### src/rtl/race_referee_pkg.sv
// rtl/race_referee_pkg.sv - shared game state codes, winner codes and checkpoint geometry
package race_referee_pkg;

  typedef enum logic [2:0] {
    GS_IDLE      = 3'd0,
    GS_SETTING   = 3'd1,
    GS_COUNTDOWN = 3'd3,
    GS_RACING    = 3'd4,
    GS_PAUSE     = 3'd5,
    GS_FINISH    = 3'd6
  } game_state_e;

  typedef enum logic [2:0] {
    REF_CLEAR,
    REF_ARMED,
    REF_RUN,
    REF_HOLD,
    REF_DONE
  } ref_state_e;

  localparam logic [1:0]  WIN_NONE = 2'd0;
  localparam logic [1:0]  WIN_P1   = 2'd1;
  localparam logic [1:0]  WIN_P2   = 2'd2;
  localparam logic [1:0]  WIN_TIE  = 2'd3;
  localparam logic [13:0] TIME_MAX = 14'd9999;

  typedef struct packed {
    logic [9:0] x0;
    logic [9:0] x1;
    logic [9:0] y0;
    logic [9:0] y1;
  } cp_rect_t;

  // CP0 is the start/finish line along the bottom edge of the map
  function automatic cp_rect_t cp_rect(input logic [1:0] idx);
    cp_rect_t r;
    case (idx)
      2'd0:    r = '{x0: 10'd150, x1: 10'd169, y0: 10'd200, y1: 10'd239};
      2'd1:    r = '{x0: 10'd280, x1: 10'd319, y0: 10'd100, y1: 10'd139};
      2'd2:    r = '{x0: 10'd150, x1: 10'd169, y0: 10'd0,   y1: 10'd39};
      default: r = '{x0: 10'd0,   x1: 10'd39,  y0: 10'd100, y1: 10'd139};
    endcase
    return r;
  endfunction

  function automatic logic in_rect(input cp_rect_t r, input logic [9:0] x, input logic [9:0] y);
    return (x >= r.x0) && (x <= r.x1) && (y >= r.y0) && (y <= r.y1);
  endfunction

endpackage

### src/rtl/race_referee_cp_tracker.sv
// rtl/race_referee_cp_tracker.sv - per-player checkpoint/lap tracker with entry-edge detection
module race_referee_cp_tracker
  import race_referee_pkg::*;
#(
  parameter int NUM_CP      = 4,
  parameter int LAPS_TO_WIN = 3
) (
  input  logic       clk,
  input  logic       rst,
  input  logic       en,
  input  logic       clr,
  input  logic [9:0] x,
  input  logic [9:0] y,
  output logic [1:0] next_cp,
  output logic [1:0] lap,
  output logic       done
);

  logic [1:0] next_cp_q, next_cp_d;
  logic [1:0] lap_q, lap_d;
  logic       done_q, done_d;
  logic       prev_in_box_q, prev_in_box_d;
  logic       in_box;
  logic       entry;

  always_comb begin
    in_box        = in_rect(cp_rect(next_cp_q), x, y);
    entry         = in_box && !prev_in_box_q;
    next_cp_d     = next_cp_q;
    lap_d         = lap_q;
    done_d        = done_q;
    // Edge history tracks the box even while counting is disabled, so a resume inside a box is not an entry
    prev_in_box_d = clr ? 1'b0 : in_box;
    if (clr) begin
      next_cp_d = 2'd1;
      lap_d     = 2'd0;
      done_d    = 1'b0;
    end else if (en && entry) begin
      if (next_cp_q == 2'd0) begin
        next_cp_d = 2'd1;
        if (lap_q != 2'(LAPS_TO_WIN)) begin
          lap_d = lap_q + 2'd1;
        end
        if (({1'b0, lap_q} + 3'd1) >= 3'(LAPS_TO_WIN)) begin
          done_d = 1'b1;
        end
      end else if (next_cp_q == 2'(NUM_CP - 1)) begin
        next_cp_d = 2'd0;
      end else begin
        next_cp_d = next_cp_q + 2'd1;
      end
    end
  end

  always_ff @(posedge clk or negedge rst) begin
    if (!rst) begin
      next_cp_q     <= 2'd1;
      lap_q         <= 2'd0;
      done_q        <= 1'b0;
      prev_in_box_q <= 1'b0;
    end else begin
      next_cp_q     <= next_cp_d;
      lap_q         <= lap_d;
      done_q        <= done_d;
      prev_in_box_q <= prev_in_box_d;
    end
  end

  assign next_cp = next_cp_q;
  assign lap     = lap_q;
  assign done    = done_q;

endmodule

### src/rtl/race_referee.sv
// rtl/race_referee.sv - race referee: position registers, referee FSM, race timer and winner latch
module race_referee
  import race_referee_pkg::*;
#(
  parameter int NUM_CP      = 4,
  parameter int LAPS_TO_WIN = 3,
  parameter int TICK_CYCLES = 10_000_000
) (
  input  logic        clk,
  input  logic        rst,
  input  logic [2:0]  state,
  input  logic [9:0]  p1_x,
  input  logic [9:0]  p1_y,
  input  logic [9:0]  p2_x,
  input  logic [9:0]  p2_y,
  output logic [1:0]  p1_flag_order,
  output logic [1:0]  p2_flag_order,
  output logic [1:0]  p1_lap,
  output logic [1:0]  p2_lap,
  output logic [13:0] race_time,
  output logic [1:0]  winner,
  output logic        is_game_end
);

  localparam int PW = (TICK_CYCLES > 1) ? $clog2(TICK_CYCLES) : 1;

  logic [9:0]  p1_x_q, p1_y_q, p2_x_q, p2_y_q;
  ref_state_e  fsm_q, fsm_d;
  logic [PW-1:0] presc_q, presc_d;
  logic [13:0] time_q, time_d;
  logic [1:0]  winner_q, winner_d;
  logic        game_end_q, game_end_d;
  logic        p1_done, p2_done, any_done;
  logic        run_en, trk_clr;

  assign any_done = p1_done || p2_done;
  // Counting stops on the edge a player finishes, one cycle before DONE is entered
  assign run_en   = (fsm_q == REF_RUN) && !any_done;
  assign trk_clr  = (fsm_q == REF_CLEAR);

  race_referee_cp_tracker #(.NUM_CP(NUM_CP), .LAPS_TO_WIN(LAPS_TO_WIN)) u_trk_p1 (
    .clk     (clk),
    .rst     (rst),
    .en      (run_en),
    .clr     (trk_clr),
    .x       (p1_x_q),
    .y       (p1_y_q),
    .next_cp (p1_flag_order),
    .lap     (p1_lap),
    .done    (p1_done)
  );

  race_referee_cp_tracker #(.NUM_CP(NUM_CP), .LAPS_TO_WIN(LAPS_TO_WIN)) u_trk_p2 (
    .clk     (clk),
    .rst     (rst),
    .en      (run_en),
    .clr     (trk_clr),
    .x       (p2_x_q),
    .y       (p2_y_q),
    .next_cp (p2_flag_order),
    .lap     (p2_lap),
    .done    (p2_done)
  );

  always_comb begin
    fsm_d = fsm_q;
    if (fsm_q == REF_DONE) begin
      if (state == GS_IDLE) fsm_d = REF_CLEAR;
    end else if (any_done) begin
      fsm_d = REF_DONE;
    end else begin
      case (game_state_e'(state))
        GS_IDLE, GS_SETTING: fsm_d = REF_CLEAR;
        GS_COUNTDOWN:        fsm_d = REF_ARMED;
        GS_RACING:           fsm_d = REF_RUN;
        default:             fsm_d = REF_HOLD;
      endcase
    end

    // Done flags map directly onto the winner code, including the simultaneous-finish tie
    winner_d = winner_q;
    if (fsm_d == REF_CLEAR) begin
      winner_d = WIN_NONE;
    end else if ((fsm_d == REF_DONE) && (fsm_q != REF_DONE)) begin
      winner_d = {p2_done, p1_done};
    end
    game_end_d = (fsm_d == REF_DONE);

    presc_d = presc_q;
    time_d  = time_q;
    if (fsm_q == REF_CLEAR) begin
      presc_d = '0;
      time_d  = 14'd0;
    end else if (run_en) begin
      if (presc_q == PW'(TICK_CYCLES - 1)) begin
        presc_d = '0;
        if (time_q != TIME_MAX) time_d = time_q + 14'd1;
      end else begin
        presc_d = presc_q + PW'(1);
      end
    end
  end

  always_ff @(posedge clk or negedge rst) begin
    if (!rst) begin
      p1_x_q     <= 10'd0;
      p1_y_q     <= 10'd0;
      p2_x_q     <= 10'd0;
      p2_y_q     <= 10'd0;
      fsm_q      <= REF_CLEAR;
      presc_q    <= '0;
      time_q     <= 14'd0;
      winner_q   <= WIN_NONE;
      game_end_q <= 1'b0;
    end else begin
      p1_x_q     <= p1_x;
      p1_y_q     <= p1_y;
      p2_x_q     <= p2_x;
      p2_y_q     <= p2_y;
      fsm_q      <= fsm_d;
      presc_q    <= presc_d;
      time_q     <= time_d;
      winner_q   <= winner_d;
      game_end_q <= game_end_d;
    end
  end

  assign race_time   = time_q;
  assign winner      = winner_q;
  assign is_game_end = game_end_q;

endmodule
### config.mk
export PLATFORM = sky130hd
export DESIGN_NAME = race_referee
export DESIGN_NICKNAME = d
export VERILOG_FILES = /design/src/rtl/race_referee_pkg.sv /design/src/rtl/race_referee_cp_tracker.sv /design/src/rtl/race_referee.sv
export SDC_FILE = /design/constraint.sdc
export NUM_CORES = 1
export LEC_CHECK = 0
export BUFFER_PORTS_ARGS = -buffer_cell sky130_fd_sc_hd__buf_2
export CAP_MARGIN = 0
export CORE_MARGIN = 2
export CORE_UTILIZATION = 60
export CTS_BUF_LIST = sky130_fd_sc_hd__clkbuf_4
export DETAILED_ROUTE_END_ITERATION = 8
export MAX_ROUTING_LAYER = met4
export PLACE_DENSITY = 0.81
export SYNTH_ARGS = -nofsm -noshare
export SYNTH_HDL_FRONTEND = slang
export SYNTH_SLANG_ARGS = --single-unit
export TNS_END_PERCENT = 10
### constraint.sdc
create_clock -name clk -period 3.4 [get_ports clk]
set_clock_uncertainty 0.05 [all_clocks]
set_input_delay 0.51 -clock clk [delete_from_list [all_inputs] [get_ports clk]]
set_output_delay 0.51 -clock clk [all_outputs]
set_load 0.02 [all_outputs]
==> Yosys cells after proc, flatten, opt, wreduce, memory -nomap -nowiden <==
Cells that the tools add are included.
{ "totals": {"regBits": 96, "wordCells": 132} }
{ "op_classes": {"addsub": 8, "magnitude_cmp": 10, "n_eq_ne": 17, "n_mux": 41, "reduce_logical": 39} }
{ "op_table": {"columns": ["op", "n"], "rows": [
  ["39-bit one-hot mux with 3 select lines", 2],
  ["24-bit two-way mux", 3],
  ["14-bit two-way mux", 4],
  ["10-bit less-or-equal comparator", 4],
  ["2-bit two-way mux", 18],
  ["24-bit by 1-bit adder with 24-bit output, second input constant", 1],
  ["24-bit equality test, second input constant", 1],
  ["2-bit nonzero test", 12],
  ["10-bit >= comparator", 2],
  ["10-bit by 9-bit >= comparator with 1-bit output", 2],
  ["3-bit AND reduction", 5],
  ["14-bit by 1-bit adder with 14-bit output, second input constant", 1],
  ["14-bit inequality test, second input constant", 1],
  ["1-bit logical AND", 12],
  ["1-bit two-way mux", 10],
  ["3-bit equality test, second input constant", 3],
  ["3-bit logical NOT", 3],
  ["3-bit two-way mux", 3],
  ["2-bit by 1-bit adder with 2-bit output, second input constant", 4],
  ["2-bit equality test, second input constant", 4],
  ["2-bit by 1-bit adder with 3-bit output, second input constant", 2],
  ["3-bit by 2-bit equality test with 1-bit output, second input constant", 2],
  ["3-bit by 2-bit >= comparator with 1-bit output, second input constant", 2],
  ["2-bit one-hot mux with 3 select lines", 1],
  ["8 further kinds", 13]
]} }

==> Longest topological paths before layout <==
Gate-level depths: netlist of the first run.
{ "depth": {"ltp_word": 10, "ltp_mapped": 13, "ltp_nobuf": 12} }

==> Cells and area by module <==
Synthesis of the first run repeated with hierarchy kept, for this count alone.
{ "unflattened": {"hier_cells": 524, "hier_area_um2": 5395.2} }
{ "modules_own_cells": {"columns": ["mod", "n_inst", "cells_per_inst", "area_each_um2", "seq_area_each_um2"], "rows": [
  ["race_referee", 1, 300, 3359.5, 2102.0],
  ["race_referee_cp_tracker at u_trk_p2", 1, 108, 1022.2, 151.4],
  ["race_referee_cp_tracker at u_trk_p1", 1, 116, 1013.5, 151.4]
]} }

==> Least setup slack after synthesis of the first run <==
Ideal clock, no wire load.
{ "synth_timing": {"path_type": "register to register", "from": "reg u_trk_p1.next_cp_q[1] (netlist: u_trk_p1.next_cp[1])", "to": "reg u_trk_p1.lap_q[0] (netlist: u_trk_p1.lap[0])", "t_arrival_ns": 2.820, "required_time_ns": 3.272, "slack_ns": 0.453, "stages_incl_launch_ff": 13, "n_path_buf": 1, "period_less_slack_ns": 2.947, "path_cell_list": "dfrtp_1 -> inv_1 -> ha_1 -> nor2_1 -> or2_2 -> ha_1 -> a211oi_2 -> o211ai_1 -> o22a_1 -> or2_0 -> buf_2 -> or4_1 -> a21oi_1"} }
{ "synth_between": {"elab_chain_cells": 10, "word_cells_on_any_way": 16} }
{ "synth_lines": {"columns": ["element", "line_no", "text"], "rows": [
  ["start, declared", "race_referee_cp_tracker.sv:19", "logic [1:0] next_cp_q, next_cp_d;"],
  ["start signal, assigned", "race_referee_cp_tracker.sv:62", "next_cp_q <= next_cp_d;"],
  ["2-bit equality test (tied with other cells)", "race_referee_pkg.sv:37", "case (idx)"],
  ["39-bit one-hot mux with 3 select lines", "race_referee_pkg.sv:37", null],
  ["10-bit by 9-bit >= comparator with 1-bit output / 10-bit less-or-equal comparator (equally long branches)", "race_referee_pkg.sv:47", "return (x >= r.x0) && (x <= r.x1) && (y >= r.y0) && (y <= r.y1);"],
  ["1-bit logical AND (3 in series)", "race_referee_pkg.sv:47", null],
  ["1-bit logical AND", "race_referee_cp_tracker.sv:28", "entry = in_box && !prev_in_box_q;"],
  ["1-bit logical AND", "race_referee_cp_tracker.sv:38", "end else if (en && entry) begin"],
  ["2-bit nonzero test (no source line)", null, null],
  ["3-bit AND reduction (no source line) (*)", null, null],
  ["end signal, assigned", "race_referee_cp_tracker.sv:63", "lap_q <= lap_d;"],
  ["end, declared", "race_referee_cp_tracker.sv:20", "logic [1:0] lap_q, lap_d;"]
]} }
Mark *: on every way between the ends. The rest lies on a longest branch, timed or not.
A chain may end at the register's enable or synchronous reset.

==> Worst setup path after layout of the first run <==
{ "layout_timing": {"from": "reg u_trk_p1.next_cp_q[0] (netlist: u_trk_p1.next_cp[0])", "to": "reg u_trk_p1.lap_q[1] (netlist: u_trk_p1.lap[1])"} }
The elaborated chain is that of the path after synthesis.

==> results, run 1 <==
- For this block, the routed nets add up to 10860 µm of wire.
- The critical path class is flip-flop to flip-flop.
- The most critical setup path has its endpoint at u_trk_p1.lap[1].
- The cell count after synthesis is 504.
- The cell area that synthesis handed to floorplanning was 5174 µm².
- The final route contains 4084 vias.
- The sum of negative setup slack is 0 ps.
- The peak supply drop is 0.2405 mV.
- The via count of the first global-routing pass is 4149.
- In this run the power density over the cells is 374.2 nW/µm².
- In this run the tool buffered the top-level ports with 69 buffer cells.
- The tool flagged a number of max-cap violations equal to 0.
- In this run, distinct cell masters in the synthesized netlist total 63.
- The number of nets in the synthesized netlist is 607.
- The global route total overflow is 0.
- The clock period minus worst slack is 3146 ps.
- For this design the top-level I/O count stands at 70.
- The path class of the tightest hold or removal check is input port to asynchronous set/reset pin.
- Setup repair after global routing left no endpoint under its margin.
- The synthesized design contains 0 enable-type register cells.
- The number of antenna repair diodes is 0.
- The cell area after placement is 5644 µm².
- The initialized floorplan defines 33 standard-cell rows.
- The later pin in the worst-skew pair is clocked with a latency of 440 ps.
- The post-synthesis area per instance is 10.27 µm².
- The total non-filler cell area in the finished layout is 5807 µm².
- The die is 96.86 µm tall.
- The share of synthesized area occupied by flip-flops and latches is 46.48%.
- The tree built by TritonCTS fans out to 96 sinks.
- Counting along the longest clock path gives a buffer depth of 2.
- The number of storage elements in the synthesis netlist is 96.
- The startpoint identified for the worst register-to-register timing path is u_trk_p1.next_cp[0].
- The initial antenna violation count was 0.
- In the final routed layout, each cell accounts on average for 15.79 µm.
- The first global-routing pass estimated 18750 µm of wire.
- The pin count of the biggest net entering global routing is 63.
- For the pin with the worst max-slew slack, the measured transition is 772.9 ps.
- After detailed routing, the number of remaining DRC violations is 0.
- Headroom to the max-slew limit came out at 48.47%.
- The number of hold buffers added after cts is 0.
- The final period utilization is 92.54%.
- The cell sitting at the root of the clock tree is a sky130_fd_sc_hd__clkbuf_4.
- In this run, the number of DRC markers left after iteration 0 of detailed routing was 115.
- TritonCTS created 9 clock buffers.
- CTS built an H-tree with a depth of 3.
- Summed over all nets, the half-perimeter wirelength after detailed placement is 8151 µm.
- For this run, the number of Yosys warnings is 0.
- The clock-pin slew of the registers on the worst-case setup and hold paths is 150 ps.
- Compared with the post-synthesis result, the final layout area differs by 12.24%.
- The worst register-to-register path ends at u_trk_p1.lap[1].
- The area enclosed by the die boundary is 9382 µm².
- Before CTS, the worst setup slack after placement is 297.8 ps.
- The top cell types in the final layout, fill and taps aside, are 94 x sky130_fd_sc_hd__dfrtp_1, 68 x sky130_fd_sc_hd__buf_2, 58 x sky130_fd_sc_hd__ha_1, 45 x sky130_fd_sc_hd__nor2_1, 40 x sky130_fd_sc_hd__nand2_1.
- Once detail routing completed, the nets flagged for antenna violations numbered 0.
- The signal arrival time at the worst endpoint is 3470 ps.
- The mean number of vias per cell is 5.936.
- The register-to-register setup slack is 250 ps.
- The beginning of the critical path is u_trk_p1.next_cp[0].
- In this run the worst path has a maximum fanout of 7.
- STA classifies the critical path startpoint as a flip-flop.
- The most instantiated flip-flop cell in the synthesis netlist is sky130_fd_sc_hd__dfrtp_1.
- The setup slack of the critical path after layout is 253.7 ps.
- Gates resized during post-CTS repair numbered 0.
- The TritonCTS clock tree is done.
- The flow ran to the end, and the final reports show no timing, DRC or antenna violations.
- The floorplan core area is 8299 µm².
- In the global route stage, overall resource usage came out at 24.72%.
- The endpoint type of the worst setup path is a flip-flop.
- Summed over all cells, the static leakage comes to 2.762 nW.
- The routability congestion estimate is 0.8453.
- The library cell used most frequently in the layout, excluding fill and tap cells, is sky130_fd_sc_hd__dfrtp_1.
- The total of endpoints with negative setup slack in the final report is 0.
- The max-slew violation count was 0.
- The maximum operating frequency is 317.8 MHz.
- The net count of the finished layout is 681.
- The x dimension of the die is 96.86 µm.
- The first-pass iteration count of the detailed router is 5.
- The ratio of cells with drive above 1 in the final layout is 18.52%.
- The worst path required time is 3720 ps.
- The fraction of synthesis flops using an asynchronous set or reset pin is 100.0%.
- The final number of hold-violating endpoints is 0.
- The number of setup buffers added after CTS is 0.
- Once the floorplan was initialized, standard cells occupied 62.34% of the core.
- The depth of the worst register-to-register path is 12.
==> worst max-delay path: stages (launching register included) <==
cell	delay (ps)
sky130_fd_sc_hd__dfstp_2	600
sky130_fd_sc_hd__inv_1	100
sky130_fd_sc_hd__ha_1	260
sky130_fd_sc_hd__nor2_1	100
sky130_fd_sc_hd__or2_2	180
sky130_fd_sc_hd__inv_1	70
sky130_fd_sc_hd__ha_1	280
sky130_fd_sc_hd__nand2b_1	60
sky130_fd_sc_hd__a21oi_1	160
sky130_fd_sc_hd__nor4_1	80
sky130_fd_sc_hd__or3_1	480
sky130_fd_sc_hd__or4_1	510
sky130_fd_sc_hd__a21oi_1	160
==> cell usage after synthesis, drive strengths merged, types with 5 or more instances <==
library cell  instances  area [µm²]
a21oi                23       115.1
nor4                  9       62.56
nand3                23       115.1
clkbuf                9       33.78
nand2                40       150.1
nor3                 12       65.06
nor2                 45       168.9
nand4                15       108.9
xor2                  9       78.83
and4                  5       43.79
inv                  22       82.58
xnor2                11       96.34
dfrtp                94        2352
nor4b                 5       56.31
ha                   58       725.7
o31ai                10       75.07
and3                  9       57.56
o21ai                28       140.1
==> state kept, by name (all words and copies together), names as in the netlist <==
signal                  cells
fsm_q                       3
is_game_end                 1
p1_x_q                     10
p1_y_q                     10
p2_x_q                     10
p2_y_q                     10
presc_q                    24
race_time                  14
u_trk_p1.done               1
u_trk_p1.lap                2
u_trk_p1.next_cp            2
u_trk_p1.prev_in_box_q      1
u_trk_p2.done               1
u_trk_p2.lap                2
u_trk_p2.next_cp            2
u_trk_p2.prev_in_box_q      1
winner                      2
==> area by class of cell <==
class,instances,area (µm²)
Clock buffer,9,67.56
Clock inverter,7,95.09
Fill cell,630,2492
Inverter,22,82.58
Multi-Input combinational cell,374,2633
Sequential cell,96,2405
Tap cell,105,131.4
Timing Repair Buffer,75,392.9
==> worst min path at each step <==
stage               depth (start not counted)   startpoint           end
finish                                      1          rst  race_time[6]
global route                                1      p1_y[0]     p1_y_q[0]
CTS                                         1          rst  race_time[6]
detailed placement                          1  presc_q[10]   presc_q[10]
global placement                            1  presc_q[10]   presc_q[10]
floorplan                                   0          rst      fsm_q[0]
==> stage by stage <==
stage               hold slack, ps  utilization, %  total power [mW]  cells
floorplan                    164.4               -             1.402    504
global placement             408.7           68.01             1.497    672
detailed placement           425.0           68.01             1.515    672
CTS                          86.49           69.97             2.195    688
global route                 70.08           69.97             2.281    688
finish                       61.52           69.97             2.173    688
==> per-layer routing <==
layer / share of wire [%] / up-vias / GRT usage, %
li1: - / 1990 / -
met5: 0 / - / -
met1: 44 / 1998 / 29.99
met2: 51 / 82 / 41.61
met4: 1.0 / 0 / 7.476
met3: 4.1 / 14 / 5.419
==> cells by family after synthesis <==
family                     Yosys count  share of synthesized area [%]
adders and majority gates           58                          14.03
buffers and inverters               34                          2.733
DFF                                 96                          46.48
AOI/OAI and AO/OA                   99                          12.48
muxes                                1                         0.1935
xor gates and xnor gates            20                          3.386
and+or+nand+nor                    196                          20.70
==> power breakdown <==
group / internal (mW) / switching [mW] / total, mW
sequential: 1.20 / 0.0520 / 1.25
clock: 0.298 / 0.382 / 0.680
combinational: 0.0974 / 0.147 / 0.244
total: 1.59 / 0.581 / 2.17
(Power assumes the default switching activity.)
==> inputs of run 2 (changes only) <==
SETUP_SLACK_MARGIN = 0.3   (was unset)
==> results, run 2 (synthesis gave the netlist of run 1 again) <==
- The ratio of cells with drive above 1 in the final layout is 20.61% (+2.1 points).
- The worst-skew pair later-pin latency came to 440 ps (about the same).
- The HPWL after detailed placement was 8151 µm (unchanged).
- The critical path class is flip-flop to flip-flop.
- The number of port buffers is 69 (unchanged).
- The total number of vias was 4103 (+0.47%).
- The starting utilization of the core area is 62.34% (unchanged).
- The post-route antenna net violation count is 0 (unchanged).
- The area enclosed by the die boundary is 9382 µm² (unchanged).
- The total of endpoints with negative setup slack in the final report is 0 (unchanged).
- The CTS sink count is 96 (unchanged).
- STA classifies the critical path endpoint as a flip-flop.
- The setup slack of the critical path after layout came to 436.1 ps (+182.4 ps).
- The final period utilization is 87.17% (-5.4 points).
- The mean number of vias per cell is 5.929 (-0.12%).
- The signal on the critical path passes through inv_1 > ha_2 > nor2_1 > or2_4 > inv_1 > ha_1 > nand2b_1 > a21oi_1 > nor4_1 > or3_4 > or4_4 > a21oi_2.
- The sum of negative setup slack is 0 ps (unchanged).
- Setup repair after global routing could not meet its margin everywhere.
- The number of flip-flops under the largest register name was 24 (unchanged).
- The worst path required time is 3740 ps (+20 ps).
- The largest stage delay on the critical path is 600 ps (about the same).
- The pin count of the biggest net entering global routing is 63 (unchanged).
- In this run the worst hold path is classified as input port to asynchronous set/reset pin.
- The global-route wire length before repair is 18730 µm (-0.11%).
- In this run the clock root is driven by a sky130_fd_sc_hd__clkbuf_4.
- Grouping stages by cell kind, the critical path spends the most delay in simple AND/OR/NAND/NOR gates.
- The clock-pin slew of the registers on the worst-case setup and hold paths is 150 ps (about the same).
- TritonCTS built the clock tree.
- The height of the die was 96.86 µm (unchanged).
- The final routed wirelength across all metal layers is 11010 µm (+1.3%).
- The final number of hold-violating endpoints came to 0 (unchanged).
- The worst slew margin relative to its limit came to 47.49% (-0.98 points).
- The cell at the slowest stage of the critical path is sky130_fd_sc_hd__dfstp_2.
- The signal arrival time at the worst endpoint is 3300 ps (-170 ps).
- The total DRC errors in the routed layout is 0 (unchanged).
- The pre-CTS worst setup slack is 297.8 ps (unchanged).
- The number of rows created at floorplan is 33 (unchanged).
- The area added between synthesis and finish is 13.37%.
- The category of the worst setup path launch point is a flip-flop.
- The H-tree depth is 3 (unchanged).
- The buffer depth of the longest clock path was 2 (unchanged).
- The number of fill cells in the layout is 613 (-2.7%).
- The clock period minus worst slack is 2964 ps (-182.4 ps).
- The I/O pin total is 70 (unchanged).
- The routability congestion estimate is 0.8453 (unchanged).
- The number of buffer and inverter instances along the worst setup path is 2 (unchanged).
- The most common library cell in the layout ignoring fill and taps is sky130_fd_sc_hd__dfrtp_1.
- The maximum fanout encountered on the critical timing path is 7 (unchanged).
- The peak supply drop is 0.2412 mV (+0.33%).
- The number of maximum-capacitance constraint violations is 0 (unchanged).
- The floorplan core area is 8299 µm² (unchanged).
- The run finished with clean final reports.
- The max-slew violation count is 0 (unchanged).
- The ratio of total power to cell area came to 371.7 nW/µm² (-0.67%).
- The maximum operating frequency is 337.4 MHz (+6.2%).
- The slew at the pin closest to its max-slew limit is 783.4 ps (+10.49 ps).
- The register with the most flip-flops in the final layout is presc_q.
- The number of buffers added by the clock tree synthesis step was 9 (unchanged).
- The via count of the first global-routing pass is 4143 (-0.14%).
- The first-pass iteration count of the detailed router was 4 (-1).
- The x dimension of the die came to 96.86 µm (unchanged).
- The initial antenna violation count is 0 (unchanged).
- The leakage power is 2.782 nW (+0.72%).
- The global route total overflow is 0 (unchanged).
- The number of antenna repair diodes came to 0 (unchanged).
- The mean routed wirelength per cell is 15.91 µm (+0.76%).
- The starting DRC count in detailed routing came to 117 (+1.7%).
- The net count reported at finish came to 685 (+0.59%).
- The cell that appears most often on the critical path is sky130_fd_sc_hd__inv_1.
- The library cells used most frequently in the layout, excluding fill and tap cells, are 93 x sky130_fd_sc_hd__dfrtp_1, 68 x sky130_fd_sc_hd__buf_2, 56 x sky130_fd_sc_hd__ha_1, 44 x sky130_fd_sc_hd__nor2_1, 40 x sky130_fd_sc_hd__nand2_1.
- The overall global routing resource usage came to 24.70% (about the same).
run 2: changes by cell type in the layout (fill, tap and decap cells not counted), moves of 2 or more:
cell | before | now
sky130_fd_sc_hd__ha_1 | 58 | 56
sky130_fd_sc_hd__ha_2 | 0 | 2
sky130_fd_sc_hd__buf_4 | 7 | 11
sky130_fd_sc_hd__or2_4 | 0 | 2
run 2: per-stage QoR:
| stage | power [mW] | std cells | instance area [µm²] | utilization, % | hold WS [ps] |
|---|---|---|---|---|---|
| floorplan | 1.402 | 504 | 5174 | - | 164.4 |
| global placement | 1.497 | 672 | 5644 | 68.01 | 408.7 |
| detailed placement | 1.515 | 672 | 5644 | 68.01 | 425.0 |
| CTS | 2.196 | 688 | 5812 | 70.03 | 86.49 |
| global route | 2.284 | 692 | 5866 | 70.68 | 70.08 |
| finish | 2.180 | 692 | 5866 | 70.68 | 61.19 |
run 2: report_power, final:
group / total [mW] / switching [mW] / internal (mW)
Clock: 0.684 / 0.386 / 0.298
Sequential: 1.25 / 0.0519 / 1.20
Combinational: 0.248 / 0.148 / 0.0996
Total: 2.18 / 0.586 / 1.59
run 2: worst register-to-register path: cells and delay by family, from the launching register on:
kind | cells | cell delay [ps]
flops | 1 | 600
compound gates | 2 | 300
fa+ha+maj | 2 | 500
buf+inv | 2 | 150
simple gates | 6 | 1330
run 2: per-layer routing:
layer,wire length (µm),up-vias,global-route usage (%)
li1,-,2000,-
met1,4898,2015,29.99
met2,5581,78,41.56
met3,438,10,5.419
met4,89,0,7.476
met5,0,-,-
run 2: path summary, 6_finish.rpt:
| check | slack (ps) | cells after the start | end | startpoint |
|---|---|---|---|---|
| setup reg to reg | 440 | 12 | u_trk_p1.lap[1] | u_trk_p1.next_cp[0] |
| max in group asynchronous | 2470 | 2 | presc_q[18] | rst |
| setup / recovery | 440 | 12 | u_trk_p1.lap[1] | u_trk_p1.next_cp[0] |
| min in group clk | 110 | 1 | p2_x_q[3] | p2_x[3] |
| hold / removal | 60 | 1 | race_time[6] | rst |
| hold reg to reg | 450 | 1 | presc_q[10] | presc_q[10] |
run 2: timing repair:
| item | in CTS | in global routing |
|---|---|---|
| pin swaps | 0 | 1 |
| setup endpoints to repair | 2 | 9 |
| resized for setup | 2 | 10 |
| gates cloned | 0 | 0 |
| buffers inserted | 0 | 4 |
| hold buffers | 0 | 0 |
run 2: layout make-up:
cell class / instances / area [µm²] / area share (%)
multi-input cells: 374 / 2660 / 45.35
inverters: 22 / 82.58 / 1.408
flip-flops and latches: 96 / 2406 / 41.02
clock inverters: 7 / 95.09 / 1.621
repair buffers: 79 / 422.9 / 7.210
clock buffers: 9 / 67.56 / 1.152
well taps: 105 / 131.4 / 2.240
